===== config.mk =====
export PLATFORM = sky130hd
export DESIGN_NAME = fetch_stage
export DESIGN_NICKNAME = d
export VERILOG_FILES = /design/src/rtl/fetch_stage_pkg.sv /design/src/rtl/fetch_stage_ifid_reg.sv /design/src/rtl/fetch_stage.sv
export SDC_FILE = /design/constraint.sdc
export NUM_CORES = 1
export LEC_CHECK = 0
export CORE_UTILIZATION = 45
export CTS_BUF_LIST = sky130_fd_sc_hd__clkbuf_8
export CTS_CLUSTER_DIAMETER = 200
export DETAILED_ROUTE_END_ITERATION = 6
export MAX_ROUTING_LAYER = met4
export PLACE_DENSITY_LB_ADDON = 0.05
export SYNTH_ARGS = -nofsm -noshare
export SYNTH_HDL_FRONTEND = slang
export SYNTH_SLANG_ARGS = --single-unit

===== constraint.sdc =====
create_clock -name clk -period 1.8 [get_ports clk]
set_input_delay 0.54 -clock clk [delete_from_list [all_inputs] [get_ports clk]]
set_output_delay 0.54 -clock clk [all_outputs]
set_load 0.005 [all_outputs]

===== src/rtl/fetch_stage_pkg.sv =====
// Shared types and constants for the fetch stage and its IF/ID register.
// Field positions follow the 16-bit OP/RS/RT/RD instruction layout.
package fetch_stage_pkg;

    localparam int PC_W_DEF    = 16;
    localparam int INSTR_W_DEF = 16;

    localparam logic [15:0] NOP = 16'h0000;

    localparam int OP_HI = 15;
    localparam int OP_LO = 12;
    localparam int RS_HI = 11;
    localparam int RS_LO = 8;
    localparam int RT_HI = 7;
    localparam int RT_LO = 4;
    localparam int RD_HI = 3;
    localparam int RD_LO = 0;

    typedef enum logic [1:0] {
        IDLE  = 2'd0,
        FETCH = 2'd1,
        HOLD  = 2'd2
    } fetch_state_e;

endpackage


===== src/rtl/fetch_stage_ifid_reg.sv =====
// Pipeline register with load, hold and flush-to-bubble controls.
// A flush clears instr/valid but keeps pc_plus; flush beats load.
module fetch_stage_ifid_reg
    import fetch_stage_pkg::*;
#(
    parameter int INSTR_W = INSTR_W_DEF,
    parameter int PC_W    = PC_W_DEF
) (
    input  logic               clk,
    input  logic               rst,
    input  logic               load,
    input  logic               flush,
    input  logic [INSTR_W-1:0] instr,
    input  logic [PC_W-1:0]    pc_plus,
    output logic [INSTR_W-1:0] ifid_instr,
    output logic [PC_W-1:0]    ifid_pc_plus,
    output logic               ifid_valid
);

    always_ff @(posedge clk) begin
        if (rst) begin
            ifid_instr   <= INSTR_W'(NOP);
            ifid_pc_plus <= '0;
            ifid_valid   <= 1'b0;
        end else if (flush) begin
            ifid_instr <= INSTR_W'(NOP);
            ifid_valid <= 1'b0;
        end else if (load) begin
            ifid_instr   <= instr;
            ifid_pc_plus <= pc_plus;
            ifid_valid   <= 1'b1;
        end
    end

endmodule


===== src/rtl/fetch_stage.sv =====
// Instruction fetch stage with IF/ID register and one-entry hold buffer.
// Define FETCH_STATS_EN to add the StallCnt/BubbleCnt counters.
module fetch_stage
    import fetch_stage_pkg::*;
#(
    parameter int              PC_W     = PC_W_DEF,
    parameter int              INSTR_W  = INSTR_W_DEF,
    parameter logic [PC_W-1:0] RESET_PC = '0
) (
    input  logic               clk,
    input  logic               rst,
    input  logic               PCWrite,
    input  logic               IFIDWrite,
    input  logic               BrTaken,
    input  logic [PC_W-1:0]    BrTarget,
    output logic               imem_req,
    output logic [PC_W-1:0]    imem_addr,
    input  logic [INSTR_W-1:0] imem_rdata,
    input  logic               imem_ack,
    output logic [INSTR_W-1:0] IFIDInstr,
    output logic [PC_W-1:0]    IFIDPCPlus,
    output logic               IFIDValid,
    output logic [3:0]         IDRegRs,
    output logic [3:0]         IDRegRt
`ifdef FETCH_STATS_EN
    ,
    output logic [15:0]        StallCnt,
    output logic [15:0]        BubbleCnt
`endif
);

    fetch_state_e       state;
    logic [PC_W-1:0]    pc;
    logic [PC_W-1:0]    pc_plus;
    logic [INSTR_W-1:0] hold_buf;
    logic               buf_full;
    logic               in_fetch;
    logic               in_hold;
    logic               deliver;
    logic               advance;
    logic               flush;
    logic               load;
    logic [INSTR_W-1:0] load_instr;

    assign pc_plus  = pc + PC_W'(1);
    assign in_fetch = (state == FETCH);
    assign in_hold  = (state == HOLD);

    // PC only moves when an instruction is actually consumed by IF/ID
    assign deliver = IFIDWrite &&
                     ((in_fetch && imem_ack) || (in_hold && buf_full));
    assign advance = deliver && PCWrite;

    assign flush = !rst &&
                   (BrTaken || (in_fetch && !imem_ack && IFIDWrite));
    assign load  = !rst && !BrTaken && deliver;

    assign load_instr = in_hold ? hold_buf : imem_rdata;
    assign imem_addr  = pc;

    always_ff @(posedge clk) begin
        if (rst) begin
            state    <= IDLE;
            pc       <= RESET_PC;
            imem_req <= 1'b0;
            buf_full <= 1'b0;
            hold_buf <= '0;
        end else if (BrTaken) begin
            pc       <= BrTarget;
            buf_full <= 1'b0;
            state    <= FETCH;
            imem_req <= 1'b1;
        end else begin
            unique case (state)
                IDLE: begin
                    state    <= FETCH;
                    imem_req <= 1'b1;
                end
                FETCH: begin
                    if (imem_ack && !IFIDWrite) begin
                        hold_buf <= imem_rdata;
                        buf_full <= 1'b1;
                        state    <= HOLD;
                        imem_req <= 1'b0;
                    end else if (advance) begin
                        pc <= pc_plus;
                    end
                end
                HOLD: begin
                    if (IFIDWrite) begin
                        buf_full <= 1'b0;
                        state    <= FETCH;
                        imem_req <= 1'b1;
                        if (PCWrite) pc <= pc_plus;
                    end
                end
                default: begin
                    state    <= IDLE;
                    imem_req <= 1'b0;
                end
            endcase
        end
    end

    fetch_stage_ifid_reg #(
        .INSTR_W (INSTR_W),
        .PC_W    (PC_W)
    ) u_ifid_reg (
        .clk          (clk),
        .rst          (rst),
        .load         (load),
        .flush        (flush),
        .instr        (load_instr),
        .pc_plus      (pc_plus),
        .ifid_instr   (IFIDInstr),
        .ifid_pc_plus (IFIDPCPlus),
        .ifid_valid   (IFIDValid)
    );

    assign IDRegRs = IFIDInstr[RS_HI:RS_LO];
    assign IDRegRt = IFIDInstr[RT_HI:RT_LO];

`ifdef FETCH_STATS_EN
    always_ff @(posedge clk) begin
        if (rst) begin
            StallCnt  <= '0;
            BubbleCnt <= '0;
        end else begin
            if (!IFIDWrite && StallCnt != 16'hFFFF)
                StallCnt <= StallCnt + 16'd1;
            if (flush && BubbleCnt != 16'hFFFF)
                BubbleCnt <= BubbleCnt + 16'd1;
        end
    end
`endif

endmodule


# ---- Word level (Yosys, flattened, before mapping)
# Cells that the tools add are included.
# Widths: inputs -> output; s select.
dict set report totals {
  ff_bits 69
  inputBits 38
  out_inout_bits 58
}
dict set report classes {
  addsub 1
  eq_ne 9
  mux 18
  bitwise_logic 2
  reduce_logical 27
}
# cell n
set op_table {}
lappend op_table {{$mux 16} 6}
lappend op_table {{$pmux 16 s2} 1}
lappend op_table {{$add 16x1->16 const B} 1}
lappend op_table {{$logic_and 1x1->1} 10}
lappend op_table {{$ne 3x3->1 const B} 3}
lappend op_table {{$mux 1} 6}
lappend op_table {{$ne 3x2->1 const B} 2}
lappend op_table {{$pmux 2 s3} 1}
lappend op_table {{$reduce_and 2->1} 3}
lappend op_table {{$reduce_and 3->1} 2}
lappend op_table {{$reduce_and 5->1} 1}
lappend op_table {{$logic_not 1->1} 4}
lappend op_table {{$mux 2} 2}
lappend op_table {{$reduce_or 2->1} 2}
lappend op_table {{$pmux 1 s3} 1}
lappend op_table {{$reduce_bool 3->1} 1}
lappend op_table {{$eq 2x1->1 const B} 1}
lappend op_table {{$eq 2x2->1 const B} 1}
lappend op_table {{$logic_not 2->1} 1}
lappend op_table {{$logic_or 1x1->1} 2}
lappend op_table {{$ne 2x1->1 const B} 1}
lappend op_table {{$ne 2x2->1 const B} 1}
lappend op_table {{$not 1->1} 2}
lappend op_table {{$pmux 1 s2} 1}
lappend op_table {{$reduce_bool 2->1} 1}

# ---- Longest topological paths before layout
dict set report depth {
  ltp_word 9
  ltp_mapped 7
  ltp_nobuf 5
}

# ---- By module
# Synthesis repeated with hierarchy kept, for this count alone.
dict set report unflattened {
  hier_cells 394
  area_unflattened_um2 3459.6
}
# module n_inst cells_per_inst area_per_inst_um2
set modules_own_cells {}
lappend modules_own_cells {fetch_stage 1 267 2117.0}
lappend modules_own_cells {fetch_stage_ifid_reg 1 127 1342.5}

# ---- Worst setup path before layout
# No wires, ideal clock.
dict set report synth_timing {
  path_kind {input -> register}
  startpoint {input port BrTaken}
  endpoint {register u_ifid_reg.ifid_pc_plus[0]}
  setup_time_ns 0.128
  arrival_time_ns 1.682
  t_required_ns 1.672
  setup_slack_ns -0.010
  stages 5
  cell_sequence {or2_2 a2111oi_4 buf_2 mux2i_1 nor2_1}
}
dict set report synth_via {
  elab_chain_len 4
}
# item line
set synth_rtl {}
lappend synth_rtl {{start: declaration} fetch_stage.sv:14} ;# input logic BrTaken,
lappend synth_rtl {{$logic_not 1->1 / $logic_or 1x1->1 (equally long branches)} {fetch_stage.sv:56, fetch_stage.sv:55}}
lappend synth_rtl {{$logic_and 1x1->1, on equally long branches} {fetch_stage.sv:56, fetch_stage.sv:54}}
lappend synth_rtl {{$logic_and 1x1->1 / $not 1->1 (equally long branches)} --}
lappend synth_rtl {{$reduce_and 2->1 (no line) (*)} --}
lappend synth_rtl {{end signal: assignment} fetch_stage_ifid_reg.sv:30} ;# ifid_pc_plus <= pc_plus;
lappend synth_rtl {{end: declaration} fetch_stage_ifid_reg.sv:16} ;# output logic [PC_W-1:0] ifid_pc_plus,
# Every way passes the cells marked *; elsewhere a longest branch is shown, timed or not.
# A chain may end at the register's enable or synchronous reset.

# ---- Final worst setup path
dict set report layout_timing {
  startpoint {register pc[10] (netlist: imem_addr[10])}
  endpoint {output port imem_addr[10]}
}
# item line
set layout_lines {}
lappend layout_lines {{start: declaration} fetch_stage.sv:33} ;# logic [PC_W-1:0] pc;
lappend layout_lines {{start signal: assignment} fetch_stage.sv:69} ;# pc <= BrTarget;
lappend layout_lines {{start signal: assignment} fetch_stage.sv:86} ;# pc <= pc_plus;
lappend layout_lines {{start signal: assignment} fetch_stage.sv:94} ;# if (PCWrite) pc <= pc_plus;
lappend layout_lines {{end: declaration} fetch_stage.sv:17} ;# output logic [PC_W-1:0] imem_addr,
# No word-level cell between the ends.

==> key figures <==
Run status
  • Outcome: finished, final reports clean

Cells and area
  • Filler instances: 610
  • Non-filler instance count after layout: 613
  • Area added between synthesis and finish: 53.2%
  • Antenna diodes: 0
  • Final nets: 548
  • Layout cells sized above 1: 0.251

Clock network
  • Root buffer cell: clkbuf_8
  • CTS H-tree depth: 3
  • TritonCTS clock tree: yes
  • # clock sinks: 69
  • Clock latency on the worst-skew pair: 350 ps
  • Reg clk slew, reported paths: 70 ps
  • Longest Clk Path Bufs: 2
  • Cts bufs inserted: 9
  • # hold bufs at CTS: 0

Global routing
  • Tot GR Track Use: 0.250
  • Largest net degree at the start of global routing: 51
  • First-pass GRT wire length: 14.4 mm
  • GRT overflow: 0
  • Vias in the first global route: 2970
  • Initial antenna violation count: 0

Power
  • Switching power: just under 0.9 mW
  • Sw frac: 0.248
  • Clock power share: 0.395
  • Power Internal: 2.70 mW
  • LEAKAGE: between 2 and 2.5 nW
  • Comb power frac: 0.152
  • Pwr/cell area: 701 mW/mm2
  • Seq pwr share: 0.453
  • Power Total: 3.59 mW
  • Max VDD drop: 495 uV

Yosys
  • Synth top cells by count: dfxtp_1 (69), nor2_1 (52), a211oi_1 (43), nand2_1 (42), a21oi_1 (20)
  • Syn nets: 416
  • Sequential area share after synthesis: 0.413
  • Mapped Area: 0.00334 mm2
  • Top cell type's share of synthesized area: 0.413
  • Area leader, netlist: dfxtp_1
  • Syn Area/Cell: 8.87 um2
  • Synth top area cells: dfxtp_1 (41%), a211oi_1 (9.7%), nor2_1 (5.8%)
  • Asr flop ratio synth: 0
  • Count leader, synth: dfxtp_1
  • FF+latch count, synth: 69
  • Post-Synthesis Cells: 377
  • Top FF cell, synth: dfxtp_1
  • Post-synth EDFFs: 0
  • YS warnings: 0
  • Post-synth cell types: 51

Timing
  • Hold Violations, Final: 0
  • Setup ws final: 28.5 ps
  • Post-layout min period: between 1500 and 2000 ps
  • Clock Skews: 10.1 ps
  • RSZ-0062 raised after global routing: true
  • Sum Neg Setup Slack: 0 ps
  • Final setup fails: 0
  • Max-slew violations: 0
  • FMAX: 564 MHz
  • Final cycle utilization of the critical path: 0.984
  • Worst slew pin tran: 611 ps
  • Slew margin rel.: 0.593

Floorplanning
  • Starting Density: 0.464
  • Core Footprint: 0.00721 mm2
  • Ports: 96
  • Die area: 0.00778 mm2
  • Die Y: 88.2 um
  • Die X: between 80 and 90 um
  • Row cnt: 31

Setup path
  • Largest delay contributor family on the critical path: buffers and inverters
  • R2R cell count: 6
  • Worst r2r src: state[1]$_SDFFE_PP0P_
  • Cell at the slowest stage of the critical path: clkdlybuf4s50_1
  • Setup Crit Path Kind: reg2out
  • R2r setup slk: 60 ps
  • Maximum fanout along the worst path: 7
  • CP cell instances: clkdlybuf4s50_1
  • Critical path buffers and inverters: 1
  • Slowest cell delay on critical path: 500 ps
  • Kind of end point of the critical path: output port
  • Crit Reg-Reg Endpoint: u_ifid_reg.ifid_pc_plus[5]$_SDFFE_PP0P_
  • Worst Path Required: roughly 1300 ps
  • WP data arrival: between 1000 and 1500 ps
  • Worst setup SP type: flop

Routing
  • WL final: 9.29 mm
  • Antenna-violating nets left: 0
  • Number of iterations in the first detailed-routing pass: 4
  • Residual DRC: 0
  • DR iter-0 viols: 94
  • Wire per inst: 15.2 um
  • Via density: 5.29
  • Vias post-DR: 3242

Placed design
  • RD Place Congestion: ~0.84
  • Post-Place Setup Slack: -520 ps
  • HPWL Detailed: between 5 and 6 mm
  • Placed cells: roughly 580
  • Buffers on Ports: 95

Hold path
  • Min-delay worst type: reg2reg
  • Min-delay src: hold_buf[5]$_SDFFE_PP0P_
  • Min-Delay Path Depth: 2
  • Worst Hold End: hold_buf[5]$_SDFFE_PP0P_

Run
  • Max-cap violations: 0
==> repair_timing <==
action | CTS | global route
pin swaps | 3 | 5
endpoints found under the hold margin | 0 | 0
setup buffers | 9 | 4
endpoints found under the setup margin | 57 | 50
gates cloned | 3 | 0
resized for setup | 34 | 33
==> worst register-to-register path, cell delays in order, from the launching register on <==
cell and delay [ps]:
dfxtp_4 370, nand3b_4 210, a2111oi_4 380, buf_4 200
bufbuf_16 260, nor2_1 40, a211oi_1 200
==> state kept, by name (all words and copies together) (netlist names) <==
register / cells
buf_full: 1
hold_buf: 16
imem_addr: 16
imem_req: 1
state: 2
u_ifid_reg.ifid_instr: 16
u_ifid_reg.ifid_pc_plus: 16
u_ifid_reg.ifid_valid: 1
==> cell type report <==
| type | count | area (um2) | area share |
|---|---|---|---|
| Clock inverter | 6 | 86.3 | 0.0169 |
| Tap cell | 99 | 124 | 0.0242 |
| Multi-Input combinational cell | 261 | 1800 | 0.351 |
| Inverter | 12 | 45.0 | 0.00879 |
| Timing Repair Buffer | 156 | 1500 | 0.293 |
| Sequential cell | 69 | 1430 | 0.279 |
| Clock buffer | 10 | 138 | 0.0269 |
==> stage by stage <==
step	cell area [um2]	util	hold WS, ps
floorplan	3350	-	436
global placement	4600	0.637	441
detailed placement	4600	0.637	447
CTS	5010	0.694	458
global route	5120	0.710	479
finish	5120	0.710	456
==> worst max-delay path by stage <==
stage,cells past startpoint,startpoint,to
2_1_floorplan,5,imem_addr[0]$_SDFFE_PP0P_,imem_addr[8]$_SDFFE_PP0P_
3_3_place_gp,6,BrTaken,u_ifid_reg.ifid_pc_plus[1]$_SDFFE_PP0P_
3_5_place_dp,6,BrTaken,u_ifid_reg.ifid_pc_plus[0]$_SDFFE_PP0P_
4_1_cts,6,state[0]$_SDFFE_PP0P_,u_ifid_reg.ifid_pc_plus[15]$_SDFFE_PP0P_
5_1_grt,6,PCWrite,imem_addr[15]$_SDFFE_PP0P_
6_report,1,imem_addr[10]$_SDFFE_PP0P_,imem_addr[10]
==> layout by cell type (no fill, tap or decap), types with 5 or more instances in the layout <==
master and instances:
clkdlybuf4s50_1 79, nor2_1 52, buf_4 51, dfxtp_1 47, nand2_1 41, a211oi_1 39, a21oi_1 19, mux2i_1 18
xnor2_1 16, dfxtp_2 13, inv_1 12, clkbuf_8 10, dfxtp_4 9, dlygate4sd2_1 9, and4_1 7, buf_6 5
==> cells by family after synthesis <==
logic type / after synthesis / synth area share
adders and majority gates: 1 / 0.00374
AOI/OAI and AO/OA: 87 / 0.195
xor gates and xnor gates: 18 / 0.0471
and+or+nand+nor: 137 / 0.219
DFF: 69 / 0.413
buffers and inverters: 47 / 0.0688
muxes: 18 / 0.0539
==> power groups by stage <==
stage	clock network (mW)	registers (mW)	logic [mW]
floorplan	0	1.66	0.215
global placement	0	1.66	0.491
detailed placement	0	1.66	0.497
CTS	1.45	1.63	0.523
global route	1.52	1.63	0.591
finish	1.42	1.63	0.545
==> metal layers <==
layer / up-vias / GRT usage / routed length [um]
li1: 1609 / - / -
met4: 0 / 0.0850 / 119
met2: 76 / 0.384 / 4410
met5: - / - / 0
met1: 1548 / 0.329 / 4410
met3: 9 / 0.0494 / 358
Power figures use the tool's default switching activity.
